**config.mk**
```make
export PLATFORM = sky130hd
export DESIGN_NAME = tlb_op_sequencer
export DESIGN_NICKNAME = d
export VERILOG_FILES = /design/src/rtl/core_config.sv /design/src/rtl/tlb_types.sv /design/src/rtl/tlb_op_sequencer.sv
export SDC_FILE = /design/constraint.sdc
export NUM_CORES = 1
export LEC_CHECK = 0
export CORE_MARGIN = 10
export CORE_UTILIZATION = 51
export CTS_CLUSTER_SIZE = 28
export DETAILED_ROUTE_END_ITERATION = 10
export PLACE_DENSITY = 0.94
export RECOVER_POWER = 100
export SKIP_CTS_REPAIR_TIMING = 1
export SLEW_MARGIN = 30
export SYNTH_ARGS = -nofsm -noshare
export SYNTH_HDL_FRONTEND = slang
export SYNTH_SLANG_ARGS = --single-unit
export TNS_END_PERCENT = 10
```
**constraint.sdc**
```tcl
create_clock -name clk -period 5 [get_ports clk]
set_input_delay 1.25 -clock clk [delete_from_list [all_inputs] [get_ports clk]]
set_output_delay 1.25 -clock clk [all_outputs]
set_load 0.005 [all_outputs]
```
**src/rtl/core_config.sv**
```systemverilog
// Core-wide configuration constants shared by the commit-stage blocks.
package core_config;

    localparam int unsigned CommitWidth = 2;

endpackage

```
**src/rtl/tlb_types.sv**
```systemverilog
// Shared TLB maintenance op encodings.
package tlb_types;

    typedef enum logic [2:0] {
        TlbSrch = 3'd0,
        TlbRd   = 3'd1,
        TlbWr   = 3'd2,
        TlbFill = 3'd3,
        TlbInv  = 3'd4
    } tlb_op_t;

endpackage

```
**src/rtl/tlb_op_sequencer.sv**
```systemverilog
// Serialises committed TLB maintenance ops onto the single TLB port, stalling the pipeline
// until they finish and then requesting a refetch at the next PC.
module tlb_op_sequencer
    import tlb_types::*;
#(
    parameter int unsigned COMMIT_WIDTH = core_config::CommitWidth,
    parameter int unsigned TLB_IDX_W    = 5
) (
    input  logic                      clk,
    input  logic                      rst,
    input  logic [COMMIT_WIDTH-1:0]   op_valid_i,
    input  logic [3*COMMIT_WIDTH-1:0] op_type_i,
    input  logic [5*COMMIT_WIDTH-1:0] inv_op_i,
    input  logic                      flush_i,
    output logic                      tlb_req_o,
    output logic [2:0]                tlb_op_o,
    output logic [4:0]                tlb_inv_op_o,
    input  logic                      tlb_ack_i,
    input  logic                      tlb_done_i,
    input  logic                      tlb_found_i,
    input  logic [TLB_IDX_W-1:0]      tlb_index_i,
    output logic                      stall_o,
    output logic                      srch_we_o,
    output logic                      srch_found_o,
    output logic [TLB_IDX_W-1:0]      srch_index_o,
    output logic                      refetch_o
);

    typedef enum logic [1:0] {StIdle, StReq, StWait, StDone} state_t;

    state_t               state_q;
    tlb_op_t              buf_op_q  [2];
    logic    [4:0]        buf_inv_q [2];
    logic    [1:0]        cnt_q;
    logic                 abort_q;
    logic                 srch_we_q;
    logic                 srch_found_q;
    logic [TLB_IDX_W-1:0] srch_index_q;

    tlb_op_t    cap_op  [2];
    logic [4:0] cap_inv [2];
    logic [1:0] cap_cnt;
    logic       capture;
    logic       done_now;
    logic       abort_now;

    // Pack valid slots densely, lowest slot first, into the two buffer entries.
    always_comb begin
        cap_op  = '{default: TlbSrch};
        cap_inv = '{default: 5'd0};
        cap_cnt = 2'd0;
        for (int i = 0; i < COMMIT_WIDTH; i++) begin
            if (op_valid_i[i] && cap_cnt < 2'd2) begin
                cap_op[cap_cnt[0]]  = tlb_op_t'(op_type_i[3*i +: 3]);
                cap_inv[cap_cnt[0]] = inv_op_i[5*i +: 5];
                cap_cnt             = cap_cnt + 2'd1;
            end
        end
    end

    assign capture   = (state_q == StIdle) && (|op_valid_i) && !flush_i;
    assign done_now  = ((state_q == StReq) && tlb_ack_i && tlb_done_i) ||
                       ((state_q == StWait) && tlb_done_i);
    assign abort_now = abort_q || flush_i;

    always_ff @(posedge clk or posedge rst) begin
        if (rst) begin
            state_q      <= StIdle;
            buf_op_q     <= '{default: TlbSrch};
            buf_inv_q    <= '{default: 5'd0};
            cnt_q        <= 2'd0;
            abort_q      <= 1'b0;
            srch_we_q    <= 1'b0;
            srch_found_q <= 1'b0;
            srch_index_q <= '0;
        end else begin
            srch_we_q <= 1'b0;
            if (done_now) begin
                if (buf_op_q[0] == TlbSrch) begin
                    srch_we_q    <= 1'b1;
                    srch_found_q <= tlb_found_i;
                    srch_index_q <= tlb_index_i;
                end
                buf_op_q[0]  <= buf_op_q[1];
                buf_inv_q[0] <= buf_inv_q[1];
                if (abort_now) begin
                    cnt_q   <= 2'd0;
                    abort_q <= 1'b0;
                    state_q <= StIdle;
                end else if (cnt_q > 2'd1) begin
                    cnt_q   <= cnt_q - 2'd1;
                    state_q <= StReq;
                end else begin
                    cnt_q   <= 2'd0;
                    state_q <= StDone;
                end
            end else begin
                unique case (state_q)
                    StIdle: begin
                        if (capture) begin
                            buf_op_q  <= cap_op;
                            buf_inv_q <= cap_inv;
                            cnt_q     <= cap_cnt;
                            abort_q   <= 1'b0;
                            state_q   <= StReq;
                        end
                    end
                    StReq: begin
                        if (flush_i && !tlb_ack_i) begin
                            cnt_q   <= 2'd0;
                            state_q <= StIdle;
                        end else if (tlb_ack_i) begin
                            // A flush racing the ack cannot recall the op; let it finish.
                            abort_q <= abort_q | flush_i;
                            state_q <= StWait;
                        end
                    end
                    StWait: begin
                        if (flush_i) begin
                            abort_q <= 1'b1;
                        end
                    end
                    StDone: begin
                        state_q <= StIdle;
                    end
                    default: state_q <= StIdle;
                endcase
            end
        end
    end

    assign tlb_req_o    = (state_q == StReq);
    assign tlb_op_o     = tlb_req_o ? buf_op_q[0] : 3'd0;
    assign tlb_inv_op_o = tlb_req_o ? buf_inv_q[0] : 5'd0;
    assign stall_o      = !rst && ((state_q == StReq) || (state_q == StWait) || capture);
    assign refetch_o    = (state_q == StDone);
    assign srch_we_o    = srch_we_q;
    assign srch_found_o = srch_found_q;
    assign srch_index_o = srch_index_q;

endmodule

```
[Word-level counts from Yosys, hierarchy flattened]
Index checks and enable logic that the tools add are counted.
Operators by class
  magnitude comparators: 4
  add/sub/neg operators: 2
  equal/unequal tests: 10
  bitwise operators: 3
  multiplexer cells: 42
  reductions and logical operators: 30
Operator list (number)
  $mux W10: 3
  $mux W2: 12
  $mux W5: 4
  $mux W6: 3
  $mux W3: 4
  $bwmux W10: 1
  $logic_and A1 B1 Y1: 9
  $mux W1: 9
  $ne A3 B3 Y1 const B: 3
  $reduce_and A3 Y1: 3
  $reduce_bool A4 Y1: 2
  $bwmux W6: 1
  $ne A3 B1 Y1 const B: 2
  $pmux W2 S3: 1
  $reduce_and A6 Y1: 1
  $demux W5 S1: 1
  $eq A2 B2 Y1 const B: 2
  $logic_or A1 B1 Y1: 4
  $ne A4 B1 Y1 const B: 1
  $pmux W2 S2: 1
  $reduce_and A2 Y1: 2
  $reduce_bool A2 Y1: 2
  $demux W3 S1: 1
  $logic_not A1 Y1: 3
  other kinds (16): 16
Storage, ports and cells
  input port bits: 29
  output and inout bits: 18
  logic and storage cells: 101
  register bits: 28

[Depth between registers and ports, before layout]
Gate-level depths: netlist (run 1).
  depth after elaboration: 11
  gate-level depth with buffers: 8
  gate-level depth less buffers: 6

[Least setup slack after synthesis (run 1)]
Ideal clock, no wire load.
  path kind: input port to output port
  from: input op_valid_i[0]
  to: output stall_o
  arrival: 2546 ps
  setup slack: 1204 ps
  buffers on the path: 2
  stages on the path: 7
  required time: 3750 ps
  path through: clkbuf_1 -> inv_1 -> ha_1 -> nor3b_4 -> buf_2 -> nor2_1 -> nor2_1
Between the ends
  word-level cells in the longest chain between the ends: 5
RTL lines
  start, declared: RTL line tlb_op_sequencer.sv:11  | input logic [COMMIT_WIDTH-1:0] op_valid_i,
  $reduce_or A2 Y1: RTL line tlb_op_sequencer.sv:61  | assign capture = (state_q == StIdle) && (|op_valid_i) && !flush_i;
  $logic_and A1 B1 Y1 (2 in series): RTL line tlb_op_sequencer.sv:61
  $logic_or A1 B1 Y1: RTL line tlb_op_sequencer.sv:135  | assign stall_o = !rst && ((state_q == StReq) || (state_q == StWait) || capture);
  $logic_and A1 B1 Y1: RTL line tlb_op_sequencer.sv:135
  end, declared: RTL line tlb_op_sequencer.sv:22  | output logic stall_o,
No other way between the ends.

[Final worst setup path (run 1)]
Ends and elaborated chain as after synthesis.

==> run_results.csv, run 1 <==
group,metric,value,unit
global_routing,grt_start_max_net_pins,29,
die,initial_core_util,0.533,
clocking,clock_tree.root_cell,"clkbuf_4",
critical_path,timing.critical_path.to_type,"output port",
global_routing,grt_antenna_before_repair,0,
pwr,power-per-cell-area,510,nW/um2
pwr,fin_total_pwr,0.00108,W
clocking,worst_setup_hold_path_clk_slew,0.15,ns
sta,finalSetupViolCount,0,
die,die-width,76.5,um
placed_design,dpl_worst_slack,0.675,ns
clocking,clock_tree.buffer_depth,2,
sta,grt_setup_unrepaired,"no",
clocking,cts_tree,"done",
die,floorplan.rows,20,
critical_path,critPathLaunchType,"input pin",
sta,hold-worst-slack,0.495,ns
logic_synthesis,net_count_after_synthesis,201,
critical_path,cpPeakStageDelay,0.57,ns
sta,max_clk_rate,0.222,GHz
critical_path,path_delay_family,"buffers and inverters",
detailed_routing,final_routed_wire_length_divided_by_cell_count,15.0,um
clocking,number_of_clock_sinks_seen_by_cts,28,
logic_synthesis,synth_edf_count,0,
critical_path,timing.setup.critical_path_class,"in2out",
detailed_routing,final_antenna_net_count,0,
worst_hold_path,hold_path.class,"reg2reg",
detailed_routing,detailedRoute.firstPassIterationCount,4,
placed_design,port-buffer-count,46,
clocking,numCtsBuffers,3,
finish,insertedDiodeCount,0,
sta,worst_slew_pin_slew,1.42,ns
run,drv.max_cap_violation_count,0,
logic_synthesis,synth_area_leaders,"dfrtp_1 (43%), mux2_4 (5.5%), a21o_1 (4.6%), ha_1 (4.6%), nand2_1 (3.9%)",
logic_synthesis,post_synth_instance_area,1630,um2
clocking,ctsHtreeMaxLevel,1,
detailed_routing,detailedRoute.firstIterationViolations,107,
detailed_routing,met1Wirelength,1740,um
die,ios,47,
placed_design,dp.final_hpwl,3040,um
detailed_routing,wl_met3,157,um
sta,min_period,4.50,ns
logic_synthesis,synthesis.instances,166,
logic_synthesis,synth_area_per_cell,9.80,um2
global_routing,first_global_vias,1340,
critical_path,critPathBufInv,4,
clocking,clk_latency,0.32,ns
detailed_routing,detailroute.via_count,1343,
critical_path,critical_path_cell_list,"dlygate4sd3_1 > buf_4 > inv_1 > ha_1 > nor3b_1 > nor2_1 > nor2_1 > dlygate4sd3_1",
detailed_routing,routed_via_density,5.31,
critical_path,critPathRequiredTime,3.75,ns
detailed_routing,drt_drc_violations_left,0,
sta,timing_max_transition_violations_final,0,
critical_path,critPathSlowestCell,"dlygate4sd3_1",
pwr,power.leakage,0.981,nW
sta,finClkSkew,0.00422,ns
global_routing,grt_usage,0.129,
global_routing,grt_pass1_wl,6460,um
placed_design,dp.cells,249,
logic_synthesis,proportion_of_synthesized_flip_flops_having_asynchronous_set_or_reset,1.00,
logic_synthesis,synth_warnings,0,
logic_synthesis,synthDistinctLibCells,37,
sta,post-route-period-util,0.900,
sta,finalWorstSetupSlack,0.500,ns
finish,final_nets,245,
logic_synthesis,synth_largest_area_cell,"dfrtp_1",
critical_path,critical_path_peak_fanout,11,
logic_synthesis,yosys-top-cells-count,"dfrtp_1 (28), nand2_1 (17), nor2_1 (15)",
logic_synthesis,synth.ff_latch_count,28,
logic_synthesis,yosysSeqAreaShare,0.431,
die,fp.dieH,76.5,um
detailed_routing,wl_met2,1860,um
global_routing,grt-ovfl-total,0,
sta,setup_total_negative_slack,0,ns
logic_synthesis,yosysTopAreaCellShare,0.431,
logic_synthesis,synth.most_common_cell,"dfrtp_1",
detailed_routing,top_signal_layer_used,"met4",
critical_path,critical_path_arrival,3.25,ns
die,core_area,3050,um2
finish,area.growth.synth_to_final,30.3,%
die,floorplan.die_area,5850,um2
run_status,status,"completed",
detailed_routing,route.final.wire_length,3790,um
pwr,max-vdd-ir-drop,0.000242,V
sta,slew-limit-headroom,0.0467,
finish,drive_gt1_frac,0.0574,
logic_synthesis,postSynth.topFlopCell,"dfrtp_1",
sta,finalHoldViolCount,0,
placed_design,gp_congestion,0.825,
finish,post_layout_nonfiller_instances,253,
## metrics by stage
stage	utilization	cell area, um2
finish	0.694	2120
global route	0.694	2120
CTS	0.707	2160
detailed placement	0.689	2100
global placement	0.689	2100
floorplan	-	1630
## where the power goes
group / internal, W / switching, W
Combinational: 0.000284 / 0.000260
Clock: 0.0000811 / 0.0000649
Sequential: 0.000330 / 0.0000606
## cells by family (layout without fill, tap and decap cells)
| kind of cell | after synthesis | after routing | share of synthesized area |
|---|---|---|---|
| buf+inv | 19 | 62 | 0.0554 |
| simple gates | 50 | 50 | 0.160 |
| compound gates | 55 | 55 | 0.239 |
| mux | 8 | 8 | 0.0685 |
| fa+ha+maj | 6 | 6 | 0.0462 |
| flops | 28 | 28 | 0.431 |
## layout make-up
class	count	area (um2)
Clock buffer	3	22.5
Clock inverter	1	30.0
Fill cell	246	933
Inverter	10	37.5
Multi-Input combinational cell	119	802
Sequential cell	28	701
Tap cell	44	55.1
Timing Repair Buffer	48	472
## per-layer routing
layer	vias up	GRT usage
li1	677	-
met1	627	0.169
met2	37	0.207
met3	2	0.0271
met4	0	0.0428
met5	-	0
## flip-flops by register name, indices dropped and copies added (netlist names)
| signal | flops |
|---|---|
| abort_q | 1 |
| buf_inv_q | 10 |
| buf_op_q | 6 |
| cnt_q | 2 |
| srch_found_o | 1 |
| srch_index_o | 5 |
| srch_we_o | 1 |
| state_q | 2 |
## final timing paths
| kind | start | to | slack, ns | depth (start not counted) |
|---|---|---|---|---|
| max | op_valid_i[0] | stall_o | 0.50 | 8 |
| min | buf_inv_q[1] | buf_inv_q[6] | 0.49 | 1 |
| max reg2reg | state_q[0] | buf_op_q[0] | 2.14 | 7 |
| min reg2reg | buf_inv_q[1] | buf_inv_q[6] | 0.49 | 1 |
| max in group asynchronous | rst | buf_op_q[0] | 2.78 | 2 |
| min in group asynchronous | rst | srch_index_o[1] | 1.61 | 2 |
## placed cells by master, fill, tap and decap left out, drive strengths merged, types with 7 or more instances in the layout
cell	count
a21o	11
o21ai	11
inv	10
nor2	15
dlygate4sd3	17
dfrtp	28
nand2	18
and2	8
mux2	7
a211oi	8
clkdlybuf4s50	29
a22oi	8
Note: power is estimated with default switching activity, not from simulation.
==> run 2, diff against run 1 <==
Settings changed: SETUP_SLACK_MARGIN set to 0.05.
==> results of run 2 <==
The final DEF is identical to that of run 1; final timing and power are the same.
